===== src/rtl/mem_bank_atomic_adapter.sv =====
// Bank-port adapter: request/grant/rvalid with AXI ATOPs onto a single-port SRAM
// with fixed read latency. Atomics run as a locked read-modify-write that returns
// the old value.
module mem_bank_atomic_adapter #(
  parameter int unsigned AddrWidth   = 32,
  parameter int unsigned DataWidth   = 32,
  parameter int unsigned SramLatency = 1
) (
  input  logic                   clk_i,
  input  logic                   rst_i,
  output logic                   busy_o,
  input  logic                   req_i,
  output logic                   gnt_o,
  input  logic [AddrWidth-1:0]   addr_i,
  input  logic [DataWidth-1:0]   wdata_i,
  input  logic [DataWidth/8-1:0] strb_i,
  input  logic [5:0]             atop_i,
  input  logic                   we_i,
  output logic                   rvalid_o,
  output logic [DataWidth-1:0]   rdata_o,
  output logic                   sram_req_o,
  output logic                   sram_we_o,
  output logic [AddrWidth-1:0]   sram_addr_o,
  output logic [DataWidth-1:0]   sram_wdata_o,
  output logic [DataWidth/8-1:0] sram_be_o,
  input  logic [DataWidth-1:0]   sram_rdata_i
);

  localparam int unsigned StrbWidth = DataWidth / 8;
  localparam logic [5:0]  AtopSwap  = 6'b110000;

  typedef enum logic [1:0] {StIdle, StAmoWait, StAmoWrite} state_e;

  state_e                 state_q, state_d;
  logic [AddrWidth-1:0]   addr_q;
  logic [DataWidth-1:0]   operand_q;
  logic [StrbWidth-1:0]   strb_q;
  logic [5:0]             atop_q;
  logic [DataWidth-1:0]   result_q, result_d;
  logic [SramLatency-1:0] pipe_valid_q, pipe_amo_q;

  logic hs, is_amo, amo_done, amo_supported;

  assign is_amo   = we_i & (atop_i[5:4] != 2'b00);
  // Grant is withheld while reset is held so nothing can be accepted.
  assign gnt_o    = (state_q == StIdle) & ~rst_i;
  assign hs       = req_i & gnt_o;
  assign amo_done = pipe_valid_q[SramLatency-1] & pipe_amo_q[SramLatency-1];
  // Compare and big-endian variants are not executed; they degrade to a plain read.
  assign amo_supported = (((atop_q[5:4] == 2'b01) || (atop_q[5:4] == 2'b10)) && !atop_q[3])
                         || (atop_q == AtopSwap);

  assign rvalid_o = pipe_valid_q[SramLatency-1];
  assign rdata_o  = sram_rdata_i;
  assign busy_o   = (state_q != StIdle) | (|pipe_valid_q);

  // Atomic ALU over the old memory word and the captured operand.
  always_comb begin
    result_d = sram_rdata_i;
    if (atop_q == AtopSwap) begin
      result_d = operand_q;
    end else begin
      unique case (atop_q[2:0])
        3'b000: result_d = sram_rdata_i + operand_q;
        3'b001: result_d = sram_rdata_i & ~operand_q;
        3'b010: result_d = sram_rdata_i ^ operand_q;
        3'b011: result_d = sram_rdata_i | operand_q;
        3'b100: result_d = ($signed(sram_rdata_i) > $signed(operand_q)) ? sram_rdata_i : operand_q;
        3'b101: result_d = ($signed(sram_rdata_i) < $signed(operand_q)) ? sram_rdata_i : operand_q;
        3'b110: result_d = (sram_rdata_i > operand_q) ? sram_rdata_i : operand_q;
        3'b111: result_d = (sram_rdata_i < operand_q) ? sram_rdata_i : operand_q;
        default: result_d = sram_rdata_i;
      endcase
    end
  end

  // Next-state and SRAM command decode.
  always_comb begin
    state_d      = state_q;
    sram_req_o   = 1'b0;
    sram_we_o    = 1'b0;
    sram_addr_o  = addr_i;
    sram_wdata_o = wdata_i;
    sram_be_o    = strb_i;
    unique case (state_q)
      StIdle: begin
        if (hs) begin
          sram_req_o = 1'b1;
          sram_we_o  = we_i & ~is_amo;
          if (is_amo) state_d = StAmoWait;
        end
      end
      StAmoWait: begin
        if (amo_done) begin
          state_d = (amo_supported && (strb_q != '0)) ? StAmoWrite : StIdle;
        end
      end
      StAmoWrite: begin
        sram_req_o   = 1'b1;
        sram_we_o    = 1'b1;
        sram_addr_o  = addr_q;
        sram_wdata_o = result_q;
        sram_be_o    = strb_q;
        state_d      = StIdle;
      end
      default: state_d = StIdle;
    endcase
  end

  // FSM state and response pipeline; reset drops everything in flight.
  always_ff @(posedge clk_i or posedge rst_i) begin
    if (rst_i) begin
      state_q      <= StIdle;
      pipe_valid_q <= '0;
      pipe_amo_q   <= '0;
    end else begin
      state_q         <= state_d;
      pipe_valid_q[0] <= hs;
      pipe_amo_q[0]   <= hs & is_amo;
      for (int i = 1; i < int'(SramLatency); i++) begin
        pipe_valid_q[i] <= pipe_valid_q[i-1];
        pipe_amo_q[i]   <= pipe_amo_q[i-1];
      end
    end
  end

  // Atomic context: captured at acceptance, result latched when the old value returns.
  always_ff @(posedge clk_i or posedge rst_i) begin
    if (rst_i) begin
      addr_q    <= '0;
      operand_q <= '0;
      strb_q    <= '0;
      atop_q    <= '0;
      result_q  <= '0;
    end else begin
      if (hs && is_amo) begin
        addr_q    <= addr_i;
        operand_q <= wdata_i;
        strb_q    <= strb_i;
        atop_q    <= atop_i;
      end
      if ((state_q == StAmoWait) && amo_done) result_q <= result_d;
    end
  end

endmodule


===== config.mk =====
export PLATFORM = sky130hd
export DESIGN_NAME = mem_bank_atomic_adapter
export DESIGN_NICKNAME = d
export VERILOG_FILES = /design/src/rtl/mem_bank_atomic_adapter.sv
export SDC_FILE = /design/constraint.sdc
export NUM_CORES = 1
export LEC_CHECK = 0
export ABC_AREA = 0
export CORE_MARGIN = 10
export CORE_UTILIZATION = 30
export CTS_CLUSTER_DIAMETER = 60
export DETAILED_ROUTE_END_ITERATION = 12
export GPL_ROUTABILITY_DRIVEN = 0
export RECOVER_POWER = 50
export SYNTH_ARGS = -nofsm -noshare
export SYNTH_HDL_FRONTEND = slang
export SYNTH_SLANG_ARGS = --single-unit

===== constraint.sdc =====
create_clock -name clk_i -period 4.8 [get_ports clk_i]
set_input_delay 0.96 -clock clk_i [delete_from_list [all_inputs] [get_ports clk_i]]
set_output_delay 0.96 -clock clk_i [all_outputs]
set_load 0.05 [all_outputs]

# Yosys cells after proc, flatten, opt, wreduce, memory -nomap -nowiden
# Index checks and enable logic that the tools add are counted.
# classes
n_eq_ne	15
bitwise_logic	13
muxes	18
reduce_logical	13
magnitude_cmp	4
add_sub_neg	1
# op_table
operator	n
$pmux 32 s8	1
$mux 32	7
$gt 32x32->1	2
$lt 32x32->1	2
$add 32x32->32	1
$and 32x32->32	1
$not 32->32	1
$or 32x32->32	1
$xor 32x32->32	1
$eq 3x3->1 const B	4
$mux 2	4
$and 1x1->1	6
$eq 3x2->1 const B	2
$eq 6x6->1 const B	1
$ne 2x2->1 const B	3
$eq 2x1->1 const B	2
$eq 2x2->1 const B	2
$logic_and 1x1->1	4
$mux 4	1
$pmux 1 s2	2
$pmux 2 s2	1
$reduce_bool 2->1	2
$reduce_bool 4->1	1
$eq 3x1->1 const B	1
8 further kinds	11
# totals
elab_cells	72
output_inout_bits	105
reg_bits	110

# Depth between registers and ports, before layout
# depth
word_depth	8
ltp_mapped	13
ltp_nobuf	12

# Worst setup path before layout
# OpenSTA, ideal clock, no wires.
# synth_path
kind	input to output
start	input rst_i
end	output sram_we_o
path_slack_ns	0.701
arrival_ns	3.139
cell_stages	4
t_required_ns	3.840
n_path_buf	0
cell_sequence	nor3_1 > and3_1 > a21oi_1 > nor2_1
# synth_between
elab_chain_len	5
# synth_lines
element	line_no	source
start, declared	10	input logic rst_i,
$not 1->1	46	assign gnt_o = (state_q == StIdle) & ~rst_i;
$and 1x1->1	46	
$and 1x1->1	47	assign hs = req_i & gnt_o;
$mux 1	87	if (hs) begin
$pmux 1 s2	85	unique case (state_q)
end, declared	22	output logic sram_we_o,
# Every way passes these cells.

# Final worst setup path
# layout_path
start	input sram_rdata_i[29]
end	register result_q[9]
# layout_between
elab_chain_len	4
# layout_lines
element	line_no	source
start, declared	26	input logic [DataWidth-1:0] sram_rdata_i
$lt 32x32->1, or another cell as far along	71	3'b111: result_d = (sram_rdata_i < operand_q) ? sram_rdata_i : operand_q;
$mux 32, on equally long branches	--	
$pmux 32 s8 (*)	63	unique case (atop_q[2:0])
$mux 32 (*)	60	if (atop_q == AtopSwap) begin
end signal, assigned	142	if ((state_q == StAmoWait) && amo_done) result_q <= result_d;
end, declared	39	logic [DataWidth-1:0] result_q, result_d;
# Every way passes the cells marked *; elsewhere a longest branch is shown, timed or not.
# A chain may end at the register's enable or synchronous reset.

==> results.md <==
- Status: finished with violations
- Violated checks: max-capacitance violations, max-slew violations
- Top Usage Layer GRT: met2
- Clock latency on the worst-skew pair: 0.37 ns
- Tightest Pin Transition: 1.86 ns
- Fraction of layout cells with a size suffix above 1: 0.123
- Met1 Use GR: 0.227
- Setup violation total in the final timing report: 0
- 1st-pass router iterations: 5
- Core area: 33600 sq um
- Synth unique cells: 81
- First-pass GRT wire length: 58.3 mm
- Grt ovf: 0
- Commonest cells after routing, fill and taps aside: nand2_1, clkdlybuf4s50_1, o21ai_0, dfrtp_1, ha_1
- Clk_skew: 0.0138 ns
- End of the worst register-to-register path: result_q[9]$_DFFE_PP0P_
- Fill count: 3460
- Post-CTS Setup Bufs: 0
- # DRC: 0
- Mapped Area: 10200 sq um
- R2R depth: 11
- DR WL/cell: 19.6 um
- Leak pwr: 0.00580 uW
- Port Buffers: 214
- Hold Path End: addr_q[22]$_DFFE_PP0P_
- Layout Nets: 1687
- Die ar.: 41900 sq um
- CP arrival: 4.75 ns
- Most common cell after layout, fill and taps aside: nand2_1
- Top_reg_cell synth: dfrtp_1
- Root Driver: clkbuf_16
- Finished layout cell area: 13200 sq um
- H-tree depth: 3
- Detailed Place HPWL: 28.3 mm
- Seq/Total Area, Yosys: 0.269
- RSZ-0062 raised after global routing: false
- Slew HR: -0.240
- Fmax: 224 MHz
- FF-to-FF Start: operand_q[30]$_DFFE_PP0P_
- Met3 usage: 0.0283
- Via-to-Cell Ratio: 5.27
- Max Cap Viol: 2
- Largest net degree at the start of global routing: 77
- # resized after CTS: 0
- Net Count, Synth: 1505
- Ys async rst share: 1.00
- Fin crit share: 0.929
- Synth-to-Final Area Change: 29.1%
- Peak supply drop: 0.000200 V
- Reg2reg setup slack: 0.84 ns
- Cts bufs inserted: 9
- Via Count: 10200
- Number of synthesized flops with an enable pin: 0
- Final Hold Violating Endpoints: 0
- Initial DRC count: 1043
- WP data required: 5.09 ns
- Flops & latches, synth: 110
- Post-layout min period: 4.46 ns
- Post-Synthesis Cells: 1297
- Die Span Y: 205 um
- Die W: 205 um
- Crit Path Max Fanout: 9
- Worst Hold Class: flop to flop
- Cts hold-fix bufs: 0
- CTS Buffer Depth: 2
- Critical path capture point type: flop
- Cell area after placement: 12900 sq um
- Hold path cells: 2
- Mean Syn Cell Area: 7.88 sq um
- Startpoint Class: input port
- Num rows: 67
- Setup Crit Path Kind: input port to flop
- HP Start: addr_q[22]$_DFFE_PP0P_
- Sink Count: 110
- Vias in the first global route: 10000
- Power Density: 251 nW/um^2
- Antenna viol nets, final: 0
- Met2 Usage GRT: 0.290
- # IOs: 215
- All-layer global routing usage: 0.175
- Yosys Warn Count: 0
- Final Max Tran Viols: 82
- Starting Density: 0.304
- CTS tree: built
- WL final: 37.9 mm
- Worst-path clk slew: 0.08 ns
- Initial antenna violation count: 1
- Total negative slack: 0 ns
synth_stat cells (7+ instances only):
| master | number | area share |
|---|---|---|
| buf_4 | 34 | 0.025 |
| o22ai_1 | 15 | 0.0092 |
| nand3_1 | 23 | 0.011 |
| a31oi_1 | 13 | 0.0080 |
| a221oi_1 | 10 | 0.0086 |
| and3_1 | 10 | 0.0061 |
| nand2_1 | 218 | 0.080 |
| nor2_1 | 91 | 0.033 |
| a211oi_1 | 11 | 0.0081 |
| o221ai_1 | 8 | 0.0069 |
| nor2b_1 | 8 | 0.0049 |
| ha_1 | 97 | 0.12 |
| a211o_1 | 7 | 0.0060 |
| clkbuf_1 | 55 | 0.020 |
| a22oi_1 | 17 | 0.012 |
| o21ai_0 | 111 | 0.054 |
| o211ai_1 | 10 | 0.0073 |
| a21oi_1 | 94 | 0.046 |
| nor3_1 | 17 | 0.0083 |
| inv_1 | 85 | 0.031 |
| dfrtp_1 | 110 | 0.27 |
| buf_1 | 12 | 0.0044 |
| buf_2 | 8 | 0.0039 |
| xnor2_1 | 18 | 0.015 |
| mux2_2 | 68 | 0.075 |
| nand4_1 | 7 | 0.0043 |
| a21o_1 | 19 | 0.014 |
kinds of logic (layout without fill, tap and decap cells):
kind of cell             Yosys count  in the layout  share of synthesized area
AO/OA/AOI/OAI                    376            376                      0.235
XOR/XNOR                          24             24                     0.0206
adder cells (fa/ha/maj)           98             98                      0.121
buffers and inverters            200            387                     0.0878
flip-flops                       110            110                      0.269
multiplexers                      75             75                     0.0830
other                              0              1                          0
AND/OR/NAND/NOR                  414            414                      0.183
area by class of cell:
| class | instances | area [sq um] | area share |
|---|---|---|---|
| multi-input cells | 987 | 6590 | 0.499 |
| inverters | 89 | 338 | 0.0256 |
| clock buffers | 10 | 239 | 0.0181 |
| repair buffers | 282 | 2640 | 0.200 |
| well taps | 448 | 561 | 0.0425 |
| flip-flops and latches | 110 | 2750 | 0.209 |
| diodes | 1 | 2.50 | 0.000190 |
| clock inverters | 6 | 68.8 | 0.00522 |
where the power goes:
part	switching [uW]	total, uW	internal (uW)
Sequential	73.1	1060	991
Clock	392	818	425
Combinational	881	1430	545
Total	1350	3310	1960
critical path: stages:
cell and delay, ns:
clkdlybuf4s50_1 0.49, inv_1 0.06, ha_1 0.46, nor2_1 0.09, a221oi_2 0.24, o21bai_1 0.13
nor4_4 0.61, a2111oi_2 0.20, nor2_2 0.54, nand2_1 0.43, a211o_1 0.39, a21oi_1 0.14
metrics by stage:
step                      setup slack (ns)  utilization  hold slack (ns)  instances  total power (uW)
final                                0.339        0.392            0.476       1933              3310
after global routing                 0.170        0.392            0.499       1933              3500
after CTS                            0.478        0.393            0.481       1932              3320
after detailed placement             0.113        0.384            0.459       1916              2490
after global placement               0.155        0.384            0.453       1916              2480
after floorplan                      0.701            -            0.440       1297              2000
sequential cells by signal, indices dropped and copies added, names as in the netlist:
| signal | flops |
|---|---|
| addr_q | 32 |
| atop_q | 6 |
| operand_q | 32 |
| pipe_amo_q | 1 |
| result_q | 32 |
| rvalid_o | 1 |
| state_q | 2 |
| strb_q | 4 |
worst max-delay path by stage:
| stage | slack (ns) | from | to | depth (start not counted) |
|---|---|---|---|---|
| 6_report | 0.34 | sram_rdata_i[29] | result_q[9]$_DFFE_PP0P_ | 12 |
| 5_1_grt | 0.17 | sram_rdata_i[29] | result_q[9]$_DFFE_PP0P_ | 12 |
| 4_1_cts | 0.48 | sram_rdata_i[29] | result_q[9]$_DFFE_PP0P_ | 12 |
| 3_5_place_dp | 0.11 | sram_rdata_i[29] | result_q[9]$_DFFE_PP0P_ | 12 |
| 3_3_place_gp | 0.15 | sram_rdata_i[21] | result_q[9]$_DFFE_PP0P_ | 12 |
| 2_1_floorplan | 0.70 | rst_i | sram_we_o | 4 |
layer usage:
| metal | part of all wire | routed length, um | vias up |
|---|---|---|---|
| met4 | 0.021 | 813 | 0 |
| li1 | - | - | 4885 |
| met3 | 0.062 | 2350 | 48 |
| met5 | 0 | 0 | - |
| met1 | 0.43 | 16300 | 4885 |
| met2 | 0.49 | 18400 | 361 |
Power figures use the tool's default switching activity.
